**config.mk**
```make
export PLATFORM = sky130hd
export DESIGN_NAME = baby_ram_arbiter
export DESIGN_NICKNAME = d
export VERILOG_FILES = /design/src/rtl/baby_ram_arbiter.sv
export SDC_FILE = /design/constraint.sdc
export NUM_CORES = 1
export LEC_CHECK = 0
export BUFFER_PORTS_ARGS = -buffer_cell sky130_fd_sc_hd__buf_2
export CORE_AREA = 3 3 84 86
export DETAILED_ROUTE_END_ITERATION = 8
export DIE_AREA = 0 0 87 89
export PLACE_DENSITY = 0.85
export SYNTH_ARGS = -nofsm -noshare
export SYNTH_HDL_FRONTEND = slang
export SYNTH_SLANG_ARGS = --single-unit
```
**constraint.sdc**
```tcl
create_clock -name clock -period 1.9 [get_ports clock]
set_input_delay 0.095 -clock clock [delete_from_list [all_inputs] [get_ports clock]]
set_output_delay 0.095 -clock clock [all_outputs]
set_load 0.02 [all_outputs]
```
**src/rtl/baby_ram_arbiter.sv**
```systemverilog
// baby_ram_arbiter: shares the 32 x 32 program/data store between the
// Manchester Baby core and a host loader/debug port.
//
// The host gets bounded bursts of store access. While the host owns the store,
// the core is held through core_stall_o, so the chip clock keeps running.
//
// Ports:
//   clock, reset_i          design clock, async active-high reset
//   core_addr_i/rw_en_i/data_i   core-side store request
//   core_data_o             store read data to the core (always passed through)
//   core_stall_o            core must hold state this cycle
//   host_req_i/we_i/addr_i/wdata_i  host transfer request, held until accepted
//   host_gnt_o              host owns the store this cycle
//   host_rdata_o/rvalid_o   registered host read data and its one-cycle strobe
//   mem_addr_o/we_o/wdata_o physical store request
//   mem_rdata_i             store read data, combinational from mem_addr_o
module baby_ram_arbiter #(
    parameter int unsigned ADDR_W     = 5,
    parameter int unsigned DATA_W     = 32,
    parameter int unsigned HOST_BURST = 4
) (
    input  logic              clock,
    input  logic              reset_i,

    input  logic [ADDR_W-1:0] core_addr_i,
    input  logic              core_rw_en_i,
    input  logic [DATA_W-1:0] core_data_i,
    output logic [DATA_W-1:0] core_data_o,
    output logic              core_stall_o,

    input  logic              host_req_i,
    input  logic              host_we_i,
    input  logic [ADDR_W-1:0] host_addr_i,
    input  logic [DATA_W-1:0] host_wdata_i,
    output logic              host_gnt_o,
    output logic [DATA_W-1:0] host_rdata_o,
    output logic              host_rvalid_o,

    output logic [ADDR_W-1:0] mem_addr_o,
    output logic              mem_we_o,
    output logic [DATA_W-1:0] mem_wdata_o,
    input  logic [DATA_W-1:0] mem_rdata_i
);

    localparam int unsigned CNT_W = 4;
    // Count value at which the next transfer completes a full burst.
    localparam logic [CNT_W-1:0] LAST_CNT = CNT_W'(HOST_BURST - 1);

    typedef enum logic [1:0] {
        S_CORE  = 2'd0,
        S_HOST  = 2'd1,
        S_YIELD = 2'd2
    } state_t;

    state_t           state;
    logic [CNT_W-1:0] count;
    logic             xfer;

    // A transfer happens on any edge where the host owns the store and requests.
    assign xfer = (state == S_HOST) && host_req_i;

    // Store mux: ownership comes from the registered grant, never from host_req_i.
    always_comb begin
        mem_addr_o  = core_addr_i;
        mem_wdata_o = core_data_i;
        mem_we_o    = core_rw_en_i;
        if (host_gnt_o) begin
            mem_addr_o  = host_addr_i;
            mem_wdata_o = host_wdata_i;
            mem_we_o    = host_req_i & host_we_i;
        end
    end

    // The core simply ignores read data while it is stalled.
    assign core_data_o = mem_rdata_i;

    // Ownership FSM with burst counter and registered host read return.
    // host_gnt_o and core_stall_o are flops that track (next state == HOST).
    always_ff @(posedge clock or posedge reset_i) begin
        if (reset_i) begin
            state         <= S_CORE;
            count         <= '0;
            host_gnt_o    <= 1'b0;
            core_stall_o  <= 1'b0;
            host_rvalid_o <= 1'b0;
            host_rdata_o  <= '0;
        end else begin
            host_rvalid_o <= xfer && !host_we_i;
            if (xfer && !host_we_i) begin
                host_rdata_o <= mem_rdata_i;
            end

            case (state)
                S_CORE: begin
                    // The core finishes its current cycle; the grant starts next cycle.
                    if (host_req_i) begin
                        state        <= S_HOST;
                        host_gnt_o   <= 1'b1;
                        core_stall_o <= 1'b1;
                    end
                end
                S_HOST: begin
                    if (!host_req_i) begin
                        // Idle grant cycle: hand the store back to the core.
                        state        <= S_CORE;
                        count        <= '0;
                        host_gnt_o   <= 1'b0;
                        core_stall_o <= 1'b0;
                    end else if (count == LAST_CNT) begin
                        // Burst exhausted: force one core cycle.
                        state        <= S_YIELD;
                        count        <= '0;
                        host_gnt_o   <= 1'b0;
                        core_stall_o <= 1'b0;
                    end else begin
                        count <= count + CNT_W'(1);
                    end
                end
                S_YIELD: begin
                    if (host_req_i) begin
                        state        <= S_HOST;
                        host_gnt_o   <= 1'b1;
                        core_stall_o <= 1'b1;
                    end else begin
                        state <= S_CORE;
                    end
                end
                default: begin
                    state        <= S_CORE;
                    count        <= '0;
                    host_gnt_o   <= 1'b0;
                    core_stall_o <= 1'b0;
                end
            endcase
        end
    end

endmodule

```
==> results.cfg <==
[clock_tree]
htreeDepth = 2
insertion_delay_ns = 0.29
cts.repair.resized = 0
cts_root_buffer = clkbuf_8
cts_tree = built
numCtsBuffers = 5
path_clk_slew_ns = 0.08
numClockSinks = 40
cts_buffer_depth = 2

[synth]
avgSynthCellArea_um2 = 13.54
ys_seq_area_share_pct = 41.30
synth_top_area_cell = dfrtp_1
syn_inst = 179
synth_seq_cells = 40
yosys-top-cells-area = dfrtp_1 (41%), mux2_2 (19%), mux2_4 (18%)
netlist_area_mm2 = 0.002424
yosysWarnings = 0
synth.distinct_cells = 24
synth_top_cell_area_share_pct = 41.30
synth_fp_nets = 291

[routing]
num_vias = 1975
via_per_inst = 4.468
highest_layer = met4
antenna_left = 0
dr.pass1.iters = 4
drt_iter0_markers = 40
drt-total-wl_um = 6365
wl_met1_um = 2405
route.met3.wl_um = 549
wl_met2_um = 3331
wl_per_cell_um = 14.40
drc = 0

[critical_path]
cp.arrival_ns = 1.50
cp_slowest_cell = dfrtp_1
end_kind = output port
worstPathMaxFanout = 41
slowest_delay_ns = 0.42
worstPathRequired_ns = 1.80
path_cells = buf_12, mux2_2, buf_2
cp-start-kind = flop
worstSetupPathType = flop to output port

[pwr]
leakage_uw = 0.001873
peakVddDrop_mv = 0.5880
cellPowerDensity_mw_per_mm2 = 922.5

[sta]
fin_worst_skew_ns = 0.003743
setup_viol_count_final = 0
finalSetupTns_ns = 0
min_period_ns = 1.593
finalCritPeriodShare_pct = 83.87
hold_viol = 0
drv_slew = 0
relSlewSlack_pct = 68.00
tightest_slew_ns = 0.4800
rsz0062_at_grt = no
max_freq_mhz = 627.6

[placement]
globalplace.congestion = 0.6898
placed_cells = 433
hpwlAfterDp_um = 5263
io_buffers = 215

[global_routing]
grt_pass1_vias = 1865
gr-total-overflow = 0
grt_max_degree = 42
antenna_found_initial = 0
grt_pass1_wl_um = 8811
grtUsageTotal_pct = 14.51

[min_path]
hp-class = primary input to flop

[cells_and_area]
nFillCells = 555
fin_nets = 476
antenna_cells = 0
fin_cells = 442
area_growth_pct = 41.66
drive_gt1_share_pct = 81.64

[outcome]
status = finished, final reports clean

[floorplanning]
fp.dieH_um = 89
pin_count = 216
die_w_um = 87
row_count = 29
start_util_pct = 38.17
dieArea_mm2 = 0.007743
core_mm2 = 0.006350

[run]
drv_cap = 0
[synth_stat cells]
cell	count
nor3b_1	1
nor2b_1	1
buf_12	3
nand2_1	1
buf_2	4
mux2_4	29
nor2_8	1
o311ai_0	1
o21bai_1	1
o21ai_0	5
nand4b_1	1
inv_1	4
and2_1	1
and2b_1	1
buf_4	34
clkbuf_1	1
nand2b_1	2
o2bb2ai_1	1
nand3b_4	1
mux2_2	40
o31ai_1	1
nand3_1	4
ha_1	1
dfrtp_1	40
[area by class of cell]
type,instances,area (µm²),area share (%)
clock buffers,5,68.82,2.004
clock inverters,3,42.54,1.239
inverters,4,15.01,0.4373
multi-input cells,93,1069,31.12
flip-flops and latches,40,1001,29.15
well taps,77,96.34,2.806
repair buffers,220,1141,33.24
[worst paths after layout]
path | slack [ns] | startpoint | to | depth (start not counted)
max | 0.31 | host_gnt_o | mem_wdata_o[19] | 3
min | 0.04 | mem_rdata_i[1] | host_rdata_o[1] | 2
max reg2reg | 0.34 | state[0] | host_rdata_o[12] | 4
min reg2reg | 0.51 | host_rdata_o[25] | host_rdata_o[25] | 1
max in group asynchronous | 1.10 | reset_i | host_rdata_o[22] | 4
min in group asynchronous | 0.46 | reset_i | host_rdata_o[30] | 4
[layer usage]
metal	vias up	GRT usage, %
met5	-	0
met4	0	4.674
met3	7	3.871
met2	101	24.43
met1	907	18.17
li1	960	-
[placed cells by master (no fill, tap or decap), drive strengths merged]
master and count:
and2 1, and2b 1, buf 219, bufinv 1, clkbuf 5, clkinv 1, clkinvlp 1, dfrtp 40
dlygate4sd3 1, ha 1, inv 4, mux2 69, nand2 1, nand2b 2, nand3 4, nand3b 1
nand4b 1, nor2 1, nor2b 1, nor3b 1, o21ai 5, o21bai 1, o2bb2ai 1, o311ai 1
o31ai 1
[worst max-delay path: cells and delay by family (launching register included)]
| family | cells | cell delay, ns |
|---|---|---|
| flip-flops | 1 | 0.42 |
| buffers and inverters | 2 | 0.41 |
| multiplexers | 1 | 0.38 |
[power breakdown]
part           internal (µW)  switching [µW]
Combinational            632             707
Clock                    388             290
Sequential              1030             121
Total                   2050            1120
[logic make-up after synthesis]
family	Yosys count	share of synthesized area (%)
adder cells (fa/ha/maj)	1	0.5162
AND/OR/NAND/NOR	14	4.647
flip-flops	40	41.30
AO/OA/AOI/OAI	9	2.375
buffers and inverters	46	14.61
multiplexers	69	36.55
[through the flow]
step	hold slack [ns]	worst slack [ns]	power, µW	util [%]	area (µm²)
2_1_floorplan	0.2236	0.5233	2083	-	2424
3_3_place_gp	0.2334	0.3973	2478	52.16	3312
3_5_place_dp	0.2507	0.3400	2509	52.16	3312
4_1_cts	0.03150	0.3059	3205	54.07	3433
5_1_grt	0.02222	0.2387	3339	54.07	3433
6_report	0.04310	0.3065	3167	54.07	3433
[what timing repair did]
item                      in CTS  in global routing
hold endpoints to repair      40                  0
setup buffers                  0                  0
hold buffers                   1                  0
[sequential cells by signal, summed over array words and instances, names as in the netlist]
signal and cells:
host_rvalid_o 1, host_rdata_o 32, state 2, host_gnt_o 1, count 4
Note: power is estimated with default switching activity, not from simulation.
